## src/rtl/sisc_ctrl_pkg.sv

```systemverilog
// sisc_ctrl_pkg -- shared definitions for the SISC control unit.
// Holds the FSM state encoding, opcode constants, the immediate addressing
// mode value and the alu_op encodings used by sisc_ctrl_gen and sisc_br_cond.
package sisc_ctrl_pkg;

    typedef enum logic [2:0] {
        StStart     = 3'd0,
        StFetch     = 3'd1,
        StDecode    = 3'd2,
        StExecute   = 3'd3,
        StMem       = 3'd4,
        StWriteback = 3'd5,
        StHalt      = 3'd6
    } state_e;

    localparam logic [3:0] OpNoop = 4'd0;
    localparam logic [3:0] OpLod  = 4'd1;
    localparam logic [3:0] OpStr  = 4'd2;
    localparam logic [3:0] OpBra  = 4'd4;
    localparam logic [3:0] OpBrr  = 4'd5;
    localparam logic [3:0] OpBne  = 4'd6;
    localparam logic [3:0] OpBnr  = 4'd7;
    localparam logic [3:0] OpAlu  = 4'd8;
    localparam logic [3:0] OpHlt  = 4'd15;

    // mm value selecting the immediate addressing mode
    localparam logic [3:0] AmImm = 4'd8;

    localparam logic [1:0] AluRegReg  = 2'b00;
    localparam logic [1:0] AluImm     = 2'b01;
    localparam logic [1:0] AluRegAddr = 2'b10;
    localparam logic [1:0] AluImmAddr = 2'b11;

    // alu_op for an instruction in EXECUTE..WRITEBACK
    function automatic logic [1:0] alu_op_of(logic [3:0] op, logic [3:0] mode);
        if (op == OpAlu) begin
            return (mode == AmImm) ? AluImm : AluRegReg;
        end else if (op == OpLod || op == OpStr) begin
            return (mode == AmImm) ? AluImmAddr : AluRegAddr;
        end
        return AluRegReg;
    endfunction

endpackage

```

## src/rtl/sisc_ctrl_gen_if.sv

```systemverilog
// sisc_ctrl_gen_if -- bundle between the SISC controller and its datapath.
// Inputs to the controller: opcode, mm, stat, mem_ready.
// Outputs from the controller: rf_we, dm_we, alu_op, wb_sel, rb_sel, pc_sel,
// pc_write, pc_rst, ir_load, br_sel, halted, state, icount.
// master = controller side, slave = datapath side.
interface sisc_ctrl_gen_if
    import sisc_ctrl_pkg::*;
#(
    parameter int unsigned OPW  = 4,
    parameter int unsigned CCW  = 4,
    parameter int unsigned CNTW = 16
);
    logic [OPW-1:0]  opcode;
    logic [CCW-1:0]  mm;
    logic [CCW-1:0]  stat;
    logic            mem_ready;
    logic            rf_we;
    logic            dm_we;
    logic [1:0]      alu_op;
    logic            wb_sel;
    logic            rb_sel;
    logic            pc_sel;
    logic            pc_write;
    logic            pc_rst;
    logic            ir_load;
    logic            br_sel;
    logic            halted;
    state_e          state;
    logic [CNTW-1:0] icount;

    modport master (
        input  opcode, mm, stat, mem_ready,
        output rf_we, dm_we, alu_op, wb_sel, rb_sel, pc_sel, pc_write, pc_rst,
               ir_load, br_sel, halted, state, icount
    );

    modport slave (
        output opcode, mm, stat, mem_ready,
        input  rf_we, dm_we, alu_op, wb_sel, rb_sel, pc_sel, pc_write, pc_rst,
               ir_load, br_sel, halted, state, icount
    );
endinterface

```

## src/rtl/sisc_br_cond.sv

```systemverilog
// sisc_br_cond -- branch condition evaluation.
// Ports: opcode, stat, mm (in); taken (branch condition met), br_sel
// (1 = absolute target for BRA/BNE) (out). Non-branch opcodes give 0/0.
module sisc_br_cond
    import sisc_ctrl_pkg::*;
#(
    parameter int unsigned OPW = 4,
    parameter int unsigned CCW = 4
) (
    input  logic [OPW-1:0] opcode,
    input  logic [CCW-1:0] stat,
    input  logic [CCW-1:0] mm,
    output logic           taken,
    output logic           br_sel
);
    logic hit;
    assign hit = |(stat & mm);

    always_comb begin
        taken  = 1'b0;
        br_sel = 1'b0;
        case (opcode)
            OpBra: begin taken = hit;  br_sel = 1'b1; end
            OpBrr: begin taken = hit;                 end
            OpBne: begin taken = ~hit; br_sel = 1'b1; end
            OpBnr: begin taken = ~hit;                end
            default: ;
        endcase
    end
endmodule

```

## src/rtl/sisc_ctrl_gen.sv

```systemverilog
// sisc_ctrl_gen -- multi-cycle control FSM for the SISC processor.
// Ports: clk, rst_f (async, active-low), bus (sisc_ctrl_gen_if.master):
// instruction/status inputs in, datapath enables, debug state and the
// retired-instruction counter out.
// Build option: define SISC_CTRL_MEM_WAIT_EN to stretch MEM until mem_ready;
// otherwise mem_ready is ignored and MEM is a single cycle.
module sisc_ctrl_gen
    import sisc_ctrl_pkg::*;
#(
    parameter int unsigned OPW  = 4,
    parameter int unsigned CCW  = 4,
    parameter int unsigned CNTW = 16
) (
    input logic             clk,
    input logic             rst_f,
    sisc_ctrl_gen_if.master bus
);
    state_e          state_q, state_d;
    logic [CNTW-1:0] icount_q;
    logic            taken, br_abs;
    logic            op_lod, op_str, op_alu, op_hlt, mem_done, retire;
    logic [1:0]      exec_alu_op;

    sisc_br_cond #(
        .OPW (OPW),
        .CCW (CCW)
    ) u_br_cond (
        .opcode (bus.opcode),
        .stat   (bus.stat),
        .mm     (bus.mm),
        .taken  (taken),
        .br_sel (br_abs)
    );

    assign op_lod      = (bus.opcode == OpLod);
    assign op_str      = (bus.opcode == OpStr);
    assign op_alu      = (bus.opcode == OpAlu);
    assign op_hlt      = (bus.opcode == OpHlt);
    assign exec_alu_op = alu_op_of(bus.opcode, bus.mm);

`ifdef SISC_CTRL_MEM_WAIT_EN
    assign mem_done = bus.mem_ready;
`else
    assign mem_done = 1'b1;
`endif

    always_comb begin
        state_d = state_q;
        unique case (state_q)
            StStart:  state_d = StFetch;
            StFetch:  state_d = StDecode;
            StDecode: begin
                if (op_hlt)                           state_d = StHalt;
                else if (op_lod || op_str || op_alu)  state_d = StExecute;
                else                                  state_d = StFetch;
            end
            StExecute: begin
                if (op_lod || op_str) state_d = StMem;
                else if (op_alu)      state_d = StWriteback;
                else                  state_d = StFetch;
            end
            StMem: begin
                if (mem_done) state_d = op_lod ? StWriteback : StFetch;
            end
            StWriteback: state_d = StFetch;
            StHalt:      state_d = StHalt;
            default:     state_d = StStart;
        endcase
    end

    // An instruction retires when control returns to FETCH from any later state
    assign retire = (state_d == StFetch) &&
                    (state_q == StDecode || state_q == StMem || state_q == StWriteback);

    always_ff @(posedge clk or negedge rst_f) begin
        if (!rst_f) begin
            state_q  <= StStart;
            icount_q <= '0;
        end else begin
            state_q  <= state_d;
            if (retire) icount_q <= icount_q + 1'b1;
        end
    end

    // Outputs decode only the registered state, never state_d
    always_comb begin
        bus.rf_we    = 1'b0;
        bus.dm_we    = 1'b0;
        bus.alu_op   = AluRegReg;
        bus.wb_sel   = 1'b0;
        bus.rb_sel   = 1'b0;
        bus.pc_sel   = 1'b0;
        bus.pc_write = 1'b0;
        bus.pc_rst   = 1'b0;
        bus.ir_load  = 1'b0;
        bus.br_sel   = 1'b0;
        bus.halted   = 1'b0;
        unique case (state_q)
            StStart: bus.pc_rst = 1'b1;
            StFetch: begin
                bus.pc_write = 1'b1;
                bus.ir_load  = 1'b1;
            end
            StDecode: begin
                bus.pc_write = taken;
                bus.pc_sel   = taken;
                bus.br_sel   = br_abs;
                bus.rb_sel   = op_str;
            end
            StExecute: begin
                bus.alu_op = exec_alu_op;
                bus.rb_sel = op_str;
            end
            StMem: begin
                bus.alu_op = exec_alu_op;
                bus.rb_sel = op_str;
                bus.dm_we  = op_str;
                bus.wb_sel = op_lod;
            end
            StWriteback: begin
                bus.alu_op = exec_alu_op;
                bus.wb_sel = op_lod;
                bus.rf_we  = op_alu || op_lod;
            end
            StHalt:  bus.halted = 1'b1;
            default: ;
        endcase
    end

    assign bus.state  = state_q;
    assign bus.icount = icount_q;
endmodule

```

## src/flat_wrapper.sv

```systemverilog
// flat-port wrapper written by rule: the top's interface ports become plain ports
module sisc_ctrl_gen_flat import sisc_ctrl_pkg::*;
#(
    parameter int unsigned OPW  = 4,
    parameter int unsigned CCW  = 4,
    parameter int unsigned CNTW = 16
)
  (clk, rst_f, bus_opcode, bus_mm, bus_stat, bus_mem_ready, bus_rf_we, bus_dm_we, bus_alu_op, bus_wb_sel, bus_rb_sel, bus_pc_sel, bus_pc_write, bus_pc_rst, bus_ir_load, bus_br_sel, bus_halted, bus_state, bus_icount);
  sisc_ctrl_gen_if #(.OPW(OPW), .CCW(CCW), .CNTW(CNTW)) bus_i ();
  input logic clk;
  input logic rst_f;
  input wire logic [$bits(bus_i.opcode)-1:0] bus_opcode;
  input wire logic [$bits(bus_i.mm)-1:0] bus_mm;
  input wire logic [$bits(bus_i.stat)-1:0] bus_stat;
  input wire logic [$bits(bus_i.mem_ready)-1:0] bus_mem_ready;
  output wire logic [$bits(bus_i.rf_we)-1:0] bus_rf_we;
  output wire logic [$bits(bus_i.dm_we)-1:0] bus_dm_we;
  output wire logic [$bits(bus_i.alu_op)-1:0] bus_alu_op;
  output wire logic [$bits(bus_i.wb_sel)-1:0] bus_wb_sel;
  output wire logic [$bits(bus_i.rb_sel)-1:0] bus_rb_sel;
  output wire logic [$bits(bus_i.pc_sel)-1:0] bus_pc_sel;
  output wire logic [$bits(bus_i.pc_write)-1:0] bus_pc_write;
  output wire logic [$bits(bus_i.pc_rst)-1:0] bus_pc_rst;
  output wire logic [$bits(bus_i.ir_load)-1:0] bus_ir_load;
  output wire logic [$bits(bus_i.br_sel)-1:0] bus_br_sel;
  output wire logic [$bits(bus_i.halted)-1:0] bus_halted;
  output wire logic [$bits(bus_i.state)-1:0] bus_state;
  output wire logic [$bits(bus_i.icount)-1:0] bus_icount;
  assign bus_i.opcode = bus_opcode;
  assign bus_i.mm = bus_mm;
  assign bus_i.stat = bus_stat;
  assign bus_i.mem_ready = bus_mem_ready;
  assign bus_rf_we = bus_i.rf_we;
  assign bus_dm_we = bus_i.dm_we;
  assign bus_alu_op = bus_i.alu_op;
  assign bus_wb_sel = bus_i.wb_sel;
  assign bus_rb_sel = bus_i.rb_sel;
  assign bus_pc_sel = bus_i.pc_sel;
  assign bus_pc_write = bus_i.pc_write;
  assign bus_pc_rst = bus_i.pc_rst;
  assign bus_ir_load = bus_i.ir_load;
  assign bus_br_sel = bus_i.br_sel;
  assign bus_halted = bus_i.halted;
  assign bus_state = bus_i.state;
  assign bus_icount = bus_i.icount;
  sisc_ctrl_gen #(.OPW(OPW), .CCW(CCW), .CNTW(CNTW)) u_core (.clk(clk), .rst_f(rst_f), .bus(bus_i));
endmodule
```

## config.mk

```make
export PLATFORM = sky130hd
export DESIGN_NAME = sisc_ctrl_gen_flat
export DESIGN_NICKNAME = d
export VERILOG_FILES = /design/src/rtl/sisc_ctrl_pkg.sv /design/src/rtl/sisc_ctrl_gen_if.sv /design/src/rtl/sisc_br_cond.sv /design/src/rtl/sisc_ctrl_gen.sv /design/src/flat_wrapper.sv
export SDC_FILE = /design/constraint.sdc
export NUM_CORES = 1
export LEC_CHECK = 0
export CAP_MARGIN = 20
export CELL_PAD_IN_SITES_DETAIL_PLACEMENT = 0
export CELL_PAD_IN_SITES_GLOBAL_PLACEMENT = 1
export CORE_MARGIN = 5
export CORE_UTILIZATION = 35
export DETAILED_ROUTE_END_ITERATION = 10
export GPL_TIMING_DRIVEN = 0
export PLACE_DENSITY = 0.87
export SYNTH_ARGS = -nofsm -noshare
export SYNTH_HDL_FRONTEND = slang
export SYNTH_SLANG_ARGS = --single-unit
export TNS_END_PERCENT = 20
```

## constraint.sdc

```tcl
create_clock -name clk -period 4.7 [get_ports clk]
set_input_delay 1.41 -clock clk [delete_from_list [all_inputs] [get_ports clk]]
set_output_delay 1.41 -clock clk [all_outputs]
set_load 0.02 [all_outputs]
```

# After elaboration in Yosys (flattened, before gate mapping)
# Cells that the tools add are included.
[word_totals] word_cells=62 output_inout_bits=31 regBits=19 in_bits=15
[op_classes] n_bitwise=2 addsub=1 reduce_logical=15 mux=26 eq_ne=16
[ops] operator="3-bit one-hot mux with 6 select lines" count=1
[ops] operator="16-bit by 1-bit adder with 16-bit output (second input constant)" count=1
[ops] operator="4-bit by 3-bit equality test with 1-bit output (second input constant)" count=4
[ops] operator="1-bit 2-to-1 mux" count=14
[ops] operator="4-bit equality test (second input constant)" count=3
[ops] operator="3-bit 2-to-1 mux" count=4
[ops] operator="2-bit 2-to-1 mux" count=5
[ops] operator="2-bit OR reduction" count=5
[ops] operator="3-bit equality test (second input constant)" count=3
[ops] operator="3-bit by 1-bit equality test with 1-bit output (second input constant)" count=2
[ops] operator="3-bit by 2-bit equality test with 1-bit output (second input constant)" count=2
[ops] operator="3-bit OR reduction" count=2
[ops] operator="1-bit logical OR" count=5
[ops] operator="4-bit AND" count=1
[ops] operator="4-bit by 1-bit equality test with 1-bit output (second input constant)" count=1
[ops] operator="4-bit by 2-bit equality test with 1-bit output (second input constant)" count=1
[ops] operator="1-bit one-hot mux with 2 select lines" count=2
[ops] operator="4-bit OR reduction" count=1
[ops] operator="3-bit zero test" count=1
[ops] operator="1-bit logical AND" count=1
[ops] operator="1-bit inverter" count=1

# Depth between registers and ports, before layout
# Gate-level depths: netlist of run 1.
[depth] ltp_word=8 ltp_mapped=6 ltp_nobuf=5

# Modules after synthesis
# Synthesis of run 1 repeated with hierarchy kept, for this count alone.
[unflattened] hier_cells=122 area_unflattened_um2=1148.6
[modules_own_cells] mod="sisc_ctrl_gen" area_per_inst_um2=1094.8 seq_area_each_um2=475.5 cells_per_inst=115 instances=1
[modules_own_cells] mod="sisc_br_cond" area_per_inst_um2=53.8 seq_area_each_um2=0.0 cells_per_inst=7 instances=1

# Worst setup path after synthesis of run 1
# OpenSTA, ideal clock, no wires.
[synth_path] path_kind="input port to output port" from="input port bus_mm[0]" to="output port bus_alu_op[0]" t_arrival_ns=2.704 path_stages=2 path_buffers=0 required_time_ns=3.290 slack_ns=0.586 path_cell_list="or4b_2 nor4_1"
[synth_between] elab_chain_len=6 elab_cells_between_ends=7
[synth_lines] item="start, declared" line_no="flat_wrapper.sv:13" text="input wire logic [$bits(bus_i.mm)-1:0] bus_mm;"
[synth_lines] item="4-bit equality test (*)" line_no="sisc_ctrl_pkg.sv:37, sisc_ctrl_pkg.sv:39"
[synth_lines] item="1-bit 2-to-1 mux" line_no="sisc_ctrl_pkg.sv:37, sisc_ctrl_pkg.sv:39"
[synth_lines] item="2-bit 2-to-1 mux" line_no="sisc_ctrl_pkg.sv:38" text="end else if (op == OpLod || op == OpStr) begin"
[synth_lines] item="2-bit 2-to-1 mux (*)" line_no="sisc_ctrl_pkg.sv:36" text="if (op == OpAlu) begin"
[synth_lines] item="2-bit 2-to-1 mux (*)" line_no="sisc_ctrl_pkg.sv:41" text="return AluRegReg;"
[synth_lines] item="2-bit 2-to-1 mux (*)" line_no="sisc_ctrl_gen.sv:98" text="unique case (state_q)"
[synth_lines] item="end, declared" line_no="flat_wrapper.sv:18" text="output wire logic [$bits(bus_i.alu_op)-1:0] bus_alu_op;"
# Every way passes the cells marked *; elsewhere a longest branch is shown, timed or not. The select of a mux whose other input is x is not followed.

# Worst setup path after layout of run 1
[layout_path] from="input port bus_opcode[0]" to="output port bus_rf_we"
[layout_between] elab_chain_len=3 elab_cells_between_ends=4
[layout_lines] item="start, declared" line_no="flat_wrapper.sv:12" text="input wire logic [$bits(bus_i.opcode)-1:0] bus_opcode;"
[layout_lines] item="4-bit equality test or 4-bit by 1-bit equality test with 1-bit output (tied branches)" line_no="sisc_ctrl_gen.sv:37, sisc_ctrl_gen.sv:35"
[layout_lines] item="1-bit logical OR (*)" line_no="sisc_ctrl_gen.sv:123" text="bus.rf_we = op_alu || op_lod;"
[layout_lines] item="1-bit 2-to-1 mux (*)" line_no="sisc_ctrl_gen.sv:98"
[layout_lines] item="end, declared" line_no="flat_wrapper.sv:16" text="output wire logic [$bits(bus_i.rf_we)-1:0] bus_rf_we;"
# Every way passes the cells marked *; elsewhere a longest branch is shown, timed or not.

==> Flow_metrics.wiki, run 1 <==
{| class="wikitable"
! Metric !! Value
|-
| Clock Latency Late Sink || 0.26 ns
|-
| Number of violations of the max-capacitance limit || 0
|-
| Static Leakage || 0.6638 nW
|-
| Setup skew after layout || 0.001258 ns
|-
| Detail-routed net length per standard cell || 14.31 um
|-
| Via count of the first global-routing pass || 1193
|-
| Total of buffers placed on input and output ports || 41
|-
| Antenna violations before repair || 0
|-
| Final Max Slew Viols || 0
|-
| Post-detailed-route DRC marker count || 0
|-
| Overall routed net length || 3.219 mm
|-
| Critical path arrival || 3.11 ns
|-
| Starting Density || 35.67%
|-
| Final net count || 194
|-
| Synthesized netlist cell count || 132
|-
| RSZ-0062 raised after global routing || false
|-
| Post-synthesis cell type count || 40
|-
| Overall power consumption || 859.4 uW
|-
| Net count after synthesis || 148
|-
| Nature of the critical path endpoint || output port
|-
| Global-route wire length before repair || 5.430 mm
|-
| R2R cell count || 6
|-
| Detailed placement HPWL || 2.526 mm
|-
| Vias || 1166
|-
| Clock tree from TritonCTS || built
|-
| Data required time of the critical path || 3.29 ns
|-
| Worst-Margin Slew || 0.8550 ns
|-
| Critical path cell sequence || clkdlybuf4s50_1, buf_2, xor2_1, nand2_1, nor3_1, clkdlybuf4s50_1
|-
| Count of final hold-check violations || 0
|-
| Final Setup Violations || 0
|-
| Outcome || completed
|-
| Yosys top cell area share || 36.96%
|-
| Tightest hold margin || 0.4755 ns
|-
| Antenna violation net count after detailed routing || 0
|-
| Chip width || 70.62 um
|-
| Number of buffers created by CTS || 3
|-
| Yosys reg bits || 19
|-
| Fraction of the cycle the final worst path needs || 96.26%
|-
| Sequential cell area fraction in the yosys report || 36.96%
|-
| Global-route congestion overflow total || 0
|-
| Worst min-delay path category || flip-flop to flip-flop
|-
| Layout Area Growth over Synthesis || 40.76%
|-
| Number of vias per cell || 5.182
|-
| Cell type of the slowest stage on the worst timing path || sky130_fd_sc_hd__clkdlybuf4s50_1
|-
| Worst supply voltage drop on vdd || 342.2 uV
|-
| Max Clk Rate || 0.2210 GHz
|-
| CTS Sinks || 19
|-
| Clock slew seen by the registers of the worst setup and hold paths || 0.07 ns
|-
| Layout cells sized above 1 || 11.86%
|-
| Die Span Y || 70.62 um
|-
| Slack of the critical path || 0.1756 ns
|-
| Avg Cell Area, Syn || 9.744 um^2
|-
| Ant diodes || 0
|-
| Yosys top cell by area || sky130_fd_sc_hd__dfrtp_1
|-
| Number of setup buffers added after CTS || 0
|-
| Synth area leaders || sky130_fd_sc_hd__dfrtp_1 37%, sky130_fd_sc_hd__xor2_1 9.5%, sky130_fd_sc_hd__a2111oi_4 4.3%
|-
| Num rows || 22
|-
| CP startpoint kind || input port
|-
| Maximum clock path buffer count || 2
|-
| Normalized max-slew margin || 42.82%
|-
| Pre-CTS setup slack || -0.04018 ns
|-
| CTS Root Cell || sky130_fd_sc_hd__clkbuf_8
|-
| Number of levels in the clock H-tree || 1
|-
| Die Area || 0.004987 mm^2
|-
| Ports || 46
|-
| Areal power density over the cells || 474.7 mW/mm^2
|-
| Cells on Worst Hold Path || 1
|-
| Final weighted congestion in routability-driven placement || 0.8569
|-
| Total core area || 0.003606 mm^2
|-
| Most frequent cell on the critical path || sky130_fd_sc_hd__clkdlybuf4s50_1
|-
| Max Fanout on Critical Path || 10
|-
| Final Critical Period || 4.524 ns
|-
| Iter 0 DRT Violations || 61
|-
| Setup CP Type || input port to output port
|-
| Max stage delay on crit path || 0.63 ns
|-
| Warning count from the yosys run || 0
|-
| Largest net degree at the start of global routing || 20
|-
| Area of the mapped netlist || 0.001286 mm^2
|-
| Global routing usage summed across all routing layers || 12.88%
|-
| Length of the first detailed-routing pass in iterations || 4
|}
==> layout by cell type, fill, tap and decap left out, drive strengths merged, types with 2 or more instances in the layout <==
cell type      instances
a211oi                 5
a221oi                 2
xor2                  14
a2111oi                2
nor2                  11
dfrtp                 19
a21boi                 2
nor2b                  4
a21oi                  6
o21ai                  3
nor3                   3
and4                   2
nand3                  6
xnor2                  4
and3                   6
o22ai                  2
clkbuf                 5
a2111o                 2
clkdlybuf4s50         39
nand2                  7
buf                    7
a22o                   2
nand2b                 2
inv                    4
nand4                  2
==> cell usage after synthesis <==
library cell	n
sky130_fd_sc_hd__and2_1	1
sky130_fd_sc_hd__nor3b_1	1
sky130_fd_sc_hd__nand4_1	2
sky130_fd_sc_hd__buf_6	2
sky130_fd_sc_hd__nor2_1	11
sky130_fd_sc_hd__nor4b_1	1
sky130_fd_sc_hd__and4_1	2
sky130_fd_sc_hd__a31o_2	1
sky130_fd_sc_hd__inv_1	4
sky130_fd_sc_hd__clkbuf_1	2
sky130_fd_sc_hd__xnor2_1	4
sky130_fd_sc_hd__nand2b_1	2
sky130_fd_sc_hd__a211oi_1	1
sky130_fd_sc_hd__a21oi_1	6
sky130_fd_sc_hd__nand3b_1	1
sky130_fd_sc_hd__a2111o_4	1
sky130_fd_sc_hd__a22o_1	2
sky130_fd_sc_hd__nand3_1	6
sky130_fd_sc_hd__nor2b_1	4
sky130_fd_sc_hd__or3b_1	1
sky130_fd_sc_hd__a21boi_1	2
sky130_fd_sc_hd__a211oi_2	4
sky130_fd_sc_hd__o32ai_1	1
sky130_fd_sc_hd__xor2_1	14
sky130_fd_sc_hd__or4b_2	1
sky130_fd_sc_hd__mux2_1	1
sky130_fd_sc_hd__ha_1	1
sky130_fd_sc_hd__a221oi_1	2
sky130_fd_sc_hd__nor3_1	3
sky130_fd_sc_hd__dfrtp_1	19
sky130_fd_sc_hd__o21ai_0	3
sky130_fd_sc_hd__a31oi_1	1
sky130_fd_sc_hd__and3_1	6
sky130_fd_sc_hd__o22ai_1	2
sky130_fd_sc_hd__buf_2	5
sky130_fd_sc_hd__nor4_1	1
sky130_fd_sc_hd__a41o_1	1
sky130_fd_sc_hd__a2111oi_4	2
sky130_fd_sc_hd__a2111o_1	1
sky130_fd_sc_hd__nand2_1	7
==> stage by stage <==
stage | instances | area, um^2 | setup TNS (ns) | utilization, %
finish | 225 | 1810 | 0 | 50.21
detailed placement | 221 | 1757 | -0.04018 | 48.72
global placement | 221 | 1757 | -0.04735 | 48.72
floorplan | 132 | 1286 | 0 | -
CTS | 225 | 1802 | 0 | 49.97
global route | 225 | 1810 | 0 | 50.21
==> report_power, final <==
group	internal (mW)	leakage, nW	switching, mW
logic	0.219	0.436	0.268
clock network	0.0590	0.0255	0.0540
registers	0.208	0.202	0.0517
total	0.486	0.664	0.373
==> per-layer routing <==
metal | wire length (um) | share of wire (%) | vias up | track usage, %
li1 | - | - | 574 | -
met1 | 1479 | 46 | 543 | 16.54
met2 | 1441 | 45 | 42 | 20.89
met3 | 243 | 7.5 | 7 | 3.551
met4 | 55 | 1.7 | 0 | 4.384
met5 | 0 | 0 | - | 0
==> sequential cells by signal, summed over array words and instances, names as in the netlist <==
signal and count:
u_core.bus.icount 16, u_core.bus.state 3
==> timing repair <==
action / CTS / global route
hold buffers: 0 / 0
gates cloned: 0 / 0
endpoints found under the setup margin: 1 / 2
pin swaps: 0 / 0
resized for setup: 1 / 2
==> cell type report <==
cell class / count / area [um^2]
clock buffers: 3 / 41.29
fillers: 340 / 1795
well taps: 48 / 60.06
flip-flops and latches: 19 / 475.5
inverters: 4 / 15.01
clock inverters: 1 / 5.005
plain buffers: 9 / 55.05
multi-input cells: 100 / 747.0
repair buffers: 41 / 411.6
==> path summary, 6_finish.rpt <==
kind                                            start               endpoint  slack, ns
worst min register to register  u_core.bus.icount[15]  u_core.bus.icount[15]       0.48
worst min-delay path            u_core.bus.icount[15]  u_core.bus.icount[15]       0.48
worst max-delay path                    bus_opcode[0]              bus_rf_we       0.18
worst max register to register    u_core.bus.state[0]  u_core.bus.icount[13]       2.70
min in group asynchronous                       rst_f  u_core.bus.icount[14]       1.64
max in group asynchronous                       rst_f   u_core.bus.icount[4]       2.53
==> critical path: cells and delay by family <==
family                 cells  cell delay, ns
XOR/XNOR                   1            0.16
buffers and inverters      3            1.34
AND/OR/NAND/NOR            2            0.20
==> kinds of logic after synthesis <==
kind of cell | share of synthesized area [%]
adder cells (fa/ha/maj) | 0.9726
multiplexers | 0.8754
AND/OR/NAND/NOR | 21.21
flip-flops | 36.97
AO/OA/AOI/OAI | 22.28
XOR/XNOR | 12.26
buffers and inverters | 5.447
(Power assumes the default switching activity.)
==> run 2, diff against run 1 <==
--- a/config.mk
+++ b/config.mk
@@ -9,10 +9,11 @@
 export CELL_PAD_IN_SITES_DETAIL_PLACEMENT = 0
 export CELL_PAD_IN_SITES_GLOBAL_PLACEMENT = 1
 export CORE_MARGIN = 5
-export CORE_UTILIZATION = 35
+export CORE_UTILIZATION = 33
 export DETAILED_ROUTE_END_ITERATION = 10
 export GPL_TIMING_DRIVEN = 0
-export PLACE_DENSITY = 0.87
+export PLACE_DENSITY = 0.82
+export SLEW_MARGIN = 5
 export SYNTH_ARGS = -nofsm -noshare
 export SYNTH_HDL_FRONTEND = slang
 export SYNTH_SLANG_ARGS = --single-unit
==> constraint.sdc (replaced) <==
create_clock -name clk -period 5.2 [get_ports clk]
set_input_delay 1.56 -clock clk [delete_from_list [all_inputs] [get_ports clk]]
set_output_delay 1.56 -clock clk [all_outputs]
set_load 0.02 [all_outputs]
==> run 2 against run 1 <==
Wire length up 3.6%. Critical path type unchanged. Sequential power shrank 8.5%. Sequential cell count unchanged.
==> Flow_metrics.wiki, run 2 (synthesized netlist as in run 1, its figures left out) <==
{| class="wikitable"
! Metric !! Value
|-
| Outcome || completed
|-
| Normalized max-slew margin || 42.84% (about the same)
|-
| Fillers || 368 (+8.2%)
|-
| Cell type of the slowest stage on the worst timing path || sky130_fd_sc_hd__or4b_2
|-
| Layout Area Growth over Synthesis || 40.08%
|-
| Most frequent cell on the critical path || sky130_fd_sc_hd__clkdlybuf4s50_1
|-
| Met3 routing resource usage after global routing || 3.186% (-0.37 points)
|-
| Clock tree from TritonCTS || built
|-
| Overall routed net length || 3.334 mm (+3.6%)
|-
| Proportion of total power due to net switching || 43.31% (-0.11 points)
|-
| Final net count || 194 (unchanged)
|-
| R2r setup slk || 3.23 ns (+0.53 ns)
|-
| Global-route congestion overflow total || 0 (unchanged)
|-
| Clock Latency Late Sink || 0.26 ns (about the same)
|-
| Number of buffers created by CTS || 3 (unchanged)
|-
| Sequential share of power || 30.6% (+0.3 points)
|-
| Top Usage Layer GRT || met2
|-
| CTS Sinks || 19 (unchanged)
|-
| Nature of the critical path endpoint || output port
|-
| Final weighted congestion in routability-driven placement || 0.7785 (-9.1%)
|-
| Most frequent cells in the layout || 41 x sky130_fd_sc_hd__clkdlybuf4s50_1, 19 x sky130_fd_sc_hd__dfrtp_1, 14 x sky130_fd_sc_hd__xor2_1
|-
| Count of hold buffers inserted by post-cts repair || 0 (unchanged)
|-
| Number of levels in the clock H-tree || 1 (unchanged)
|-
| Final Max Slew Viols || 0 (unchanged)
|-
| Number of vias per cell || 5.244 (+1.2%)
|-
| PostCTS Resize Cnt || 0 (-1)
|-
| Number of violations of the max-capacitance limit || 0 (unchanged)
|-
| Total of buffers placed on input and output ports || 41 (unchanged)
|-
| Static Leakage || 0.6427 nW (-3.2%)
|-
| Cell-internal power || 441.3 uW (-9.2%)
|-
| Final Setup Violations || 0 (unchanged)
|-
| Critical path cell sequence || clkdlybuf4s50_1, or4b_2, nor4_1, clkdlybuf4s50_1
|-
| Final Critical Period || 5.069 ns
|-
| Setup_tns || 0 ns (unchanged)
|-
| Max Clk Rate || 0.1973 GHz
|-
| Length of the first detailed-routing pass in iterations || 4 (unchanged)
|-
| Critical path arrival || 3.51 ns (+0.40 ns)
|-
| Combinational share of power || 56.1% (-0.5 points)
|-
| Count of final hold-check violations || 0 (unchanged)
|-
| Chip width || 72.43 um (+2.6%)
|-
| Flip-flop count of the largest register after layout || 16 (unchanged)
|-
| Post-detailed-route DRC marker count || 0 (unchanged)
|-
| Iter 0 DRT Violations || 99 (+62%)
|-
| Overall power consumption || 778.5 uW (-9.4%)
|-
| Data required time of the critical path || 3.64 ns (+0.35 ns)
|-
| Worst path bufs/invs || 2 (-1)
|-
| Global Route met1 Usage || 17.54% (+1.0 points)
|-
| Max Fanout on Critical Path || 2 (-8)
|-
| Antenna violation net count after detailed routing || 0 (unchanged)
|-
| Met2 demand-to-capacity share in global routing || 21.64% (+0.74 points)
|-
| Share of the core filled with cells || 48.48% (-1.7 points)
|-
| Worst supply voltage drop on vdd || 302.0 uV (-12%)
|-
| Max stage delay on crit path || 0.68 ns (+0.05 ns)
|-
| Num rows || 22 (unchanged)
|-
| Detail-routed net length per standard cell || 14.82 um (+3.6%)
|-
| Clock slew seen by the registers of the worst setup and hold paths || 0.07 ns (about the same)
|-
| Starting Density || 34.61% (-1.1 points)
|-
| Cell area reported after detailed placement || 0.001757 mm^2 (unchanged)
|-
| Vias || 1180 (+1.2%)
|-
| Hold_sp || u_core.bus.icount[15]
|-
| Maximum clock path buffer count || 2 (unchanged)
|-
| Net switching power figure || 337.2 uW (-9.7%)
|-
| Number of setup buffers added after CTS || 0 (unchanged)
|-
| Via count of the first global-routing pass || 1186 (-0.59%)
|-
| R2R cell count || 5 (-1)
|-
| Worst r2r src || u_core.bus.state[0]
|-
| Die Area || 0.005246 mm^2 (+5.2%)
|-
| Die Span Y || 72.43 um (+2.6%)
|-
| Cells on Worst Hold Path || 1 (unchanged)
|-
| Areal power density over the cells || 432.1 mW/mm^2 (-9.0%)
|-
| Antenna violations before repair || 0 (unchanged)
|-
| Proportion of power drawn by the clock network || 13.3% (+0.2 points)
|-
| Global-route wire length before repair || 5.589 mm (+2.9%)
|-
| Worst flop-to-flop path endpoint || u_core.bus.icount[1]
|-
| Setup skew after layout || 0.004430 ns (+0.003172 ns)
|-
| Detailed placement HPWL || 2.590 mm (+2.5%)
|-
| Layout cells sized above 1 || 10.73% (-1.1 points)
|-
| Global routing usage summed across all routing layers || 13.20% (+0.32 points)
|-
| RSZ-0062 raised after global routing || false
|-
| Setup CP Type || input port to output port
|-
| Fraction of the cycle the final worst path needs || 97.47%
|-
| Finished Cell Area || 0.001802 mm^2 (-0.48%)
|-
| Ports || 46 (unchanged)
|-
| Worst-Margin Slew || 0.8547 ns (-0.0002230 ns)
|-
| Ant diodes || 0 (unchanged)
|-
| Commonest non-fill, non-tap cell in the layout || sky130_fd_sc_hd__clkdlybuf4s50_1
|-
| CTS Root Cell || sky130_fd_sc_hd__clkbuf_8
|-
| Total core area || 0.003716 mm^2 (+3.1%)
|-
| Cell family with the largest share of critical-path delay || buffers and inverters
|-
| CP startpoint kind || input port
|-
| Worst min-delay path category || flip-flop to flip-flop
|-
| CP Depth || 4 (-2)
|-
| Largest net degree at the start of global routing || 20 (unchanged)
|-
| Worst Hold Path EP || u_core.bus.icount[15]
|-
| Tightest hold margin || 0.4843 ns (+0.008753 ns)
|}
## run 2: cell types whose count changed in the layout (fill, tap and decap cells not counted), sizes merged
cell           delta
clkinv            -1
dlygate4sd2       -1
clkbuf            +1
dlymetal6s2s      -1
clkdlybuf4s50     +2
## run 2: area by class of cell
class	count	area [um^2]	area share, %
flip-flops and latches	19	475.5	26.39
well taps	48	60.06	3.333
plain buffers	9	55.05	3.056
inverters	4	15.01	0.8333
repair buffers	41	410.4	22.78
clock buffers	4	45.04	2.500
multi-input cells	100	740.7	41.11
## run 2: worst max path at each step
stage / slack (ns) / endpoint / from
2_1_floorplan: 0.79 / bus_alu_op[0] / bus_mm[0]
3_3_place_gp: 0.14 / bus_alu_op[0] / bus_mm[0]
3_5_place_dp: 0.14 / bus_alu_op[0] / bus_mm[0]
4_1_cts: 0.12 / bus_alu_op[0] / bus_mm[0]
5_1_grt: 0.04 / bus_pc_write / bus_mm[0]
6_report: 0.13 / bus_alu_op[0] / bus_mm[0]
## run 2: power groups by stage
stage / sequential, mW / clock [mW] / combinational [mW]
after floorplan: 0.278 / 0 / 0.223
after global placement: 0.236 / 0 / 0.432
after detailed placement: 0.239 / 0 / 0.440
after CTS: 0.238 / 0.107 / 0.442
after global routing: 0.245 / 0.114 / 0.473
final: 0.238 / 0.104 / 0.437
## run 2: metrics by stage
stage | worst slack, ns | std cells
after floorplan | 0.7856 | 132
after global placement | 0.1429 | 221
after detailed placement | 0.1353 | 221
after CTS | 0.1224 | 225
after global routing | 0.03857 | 225
final | 0.1314 | 225
## run 2: layer usage
metal,share of wire (%),vias to the layer above,wire length (um)
met2,45,52,1504
met4,0.57,0,19
li1,-,567,-
met3,9.0,2,299
met1,45,559,1510
met5,0,-,0
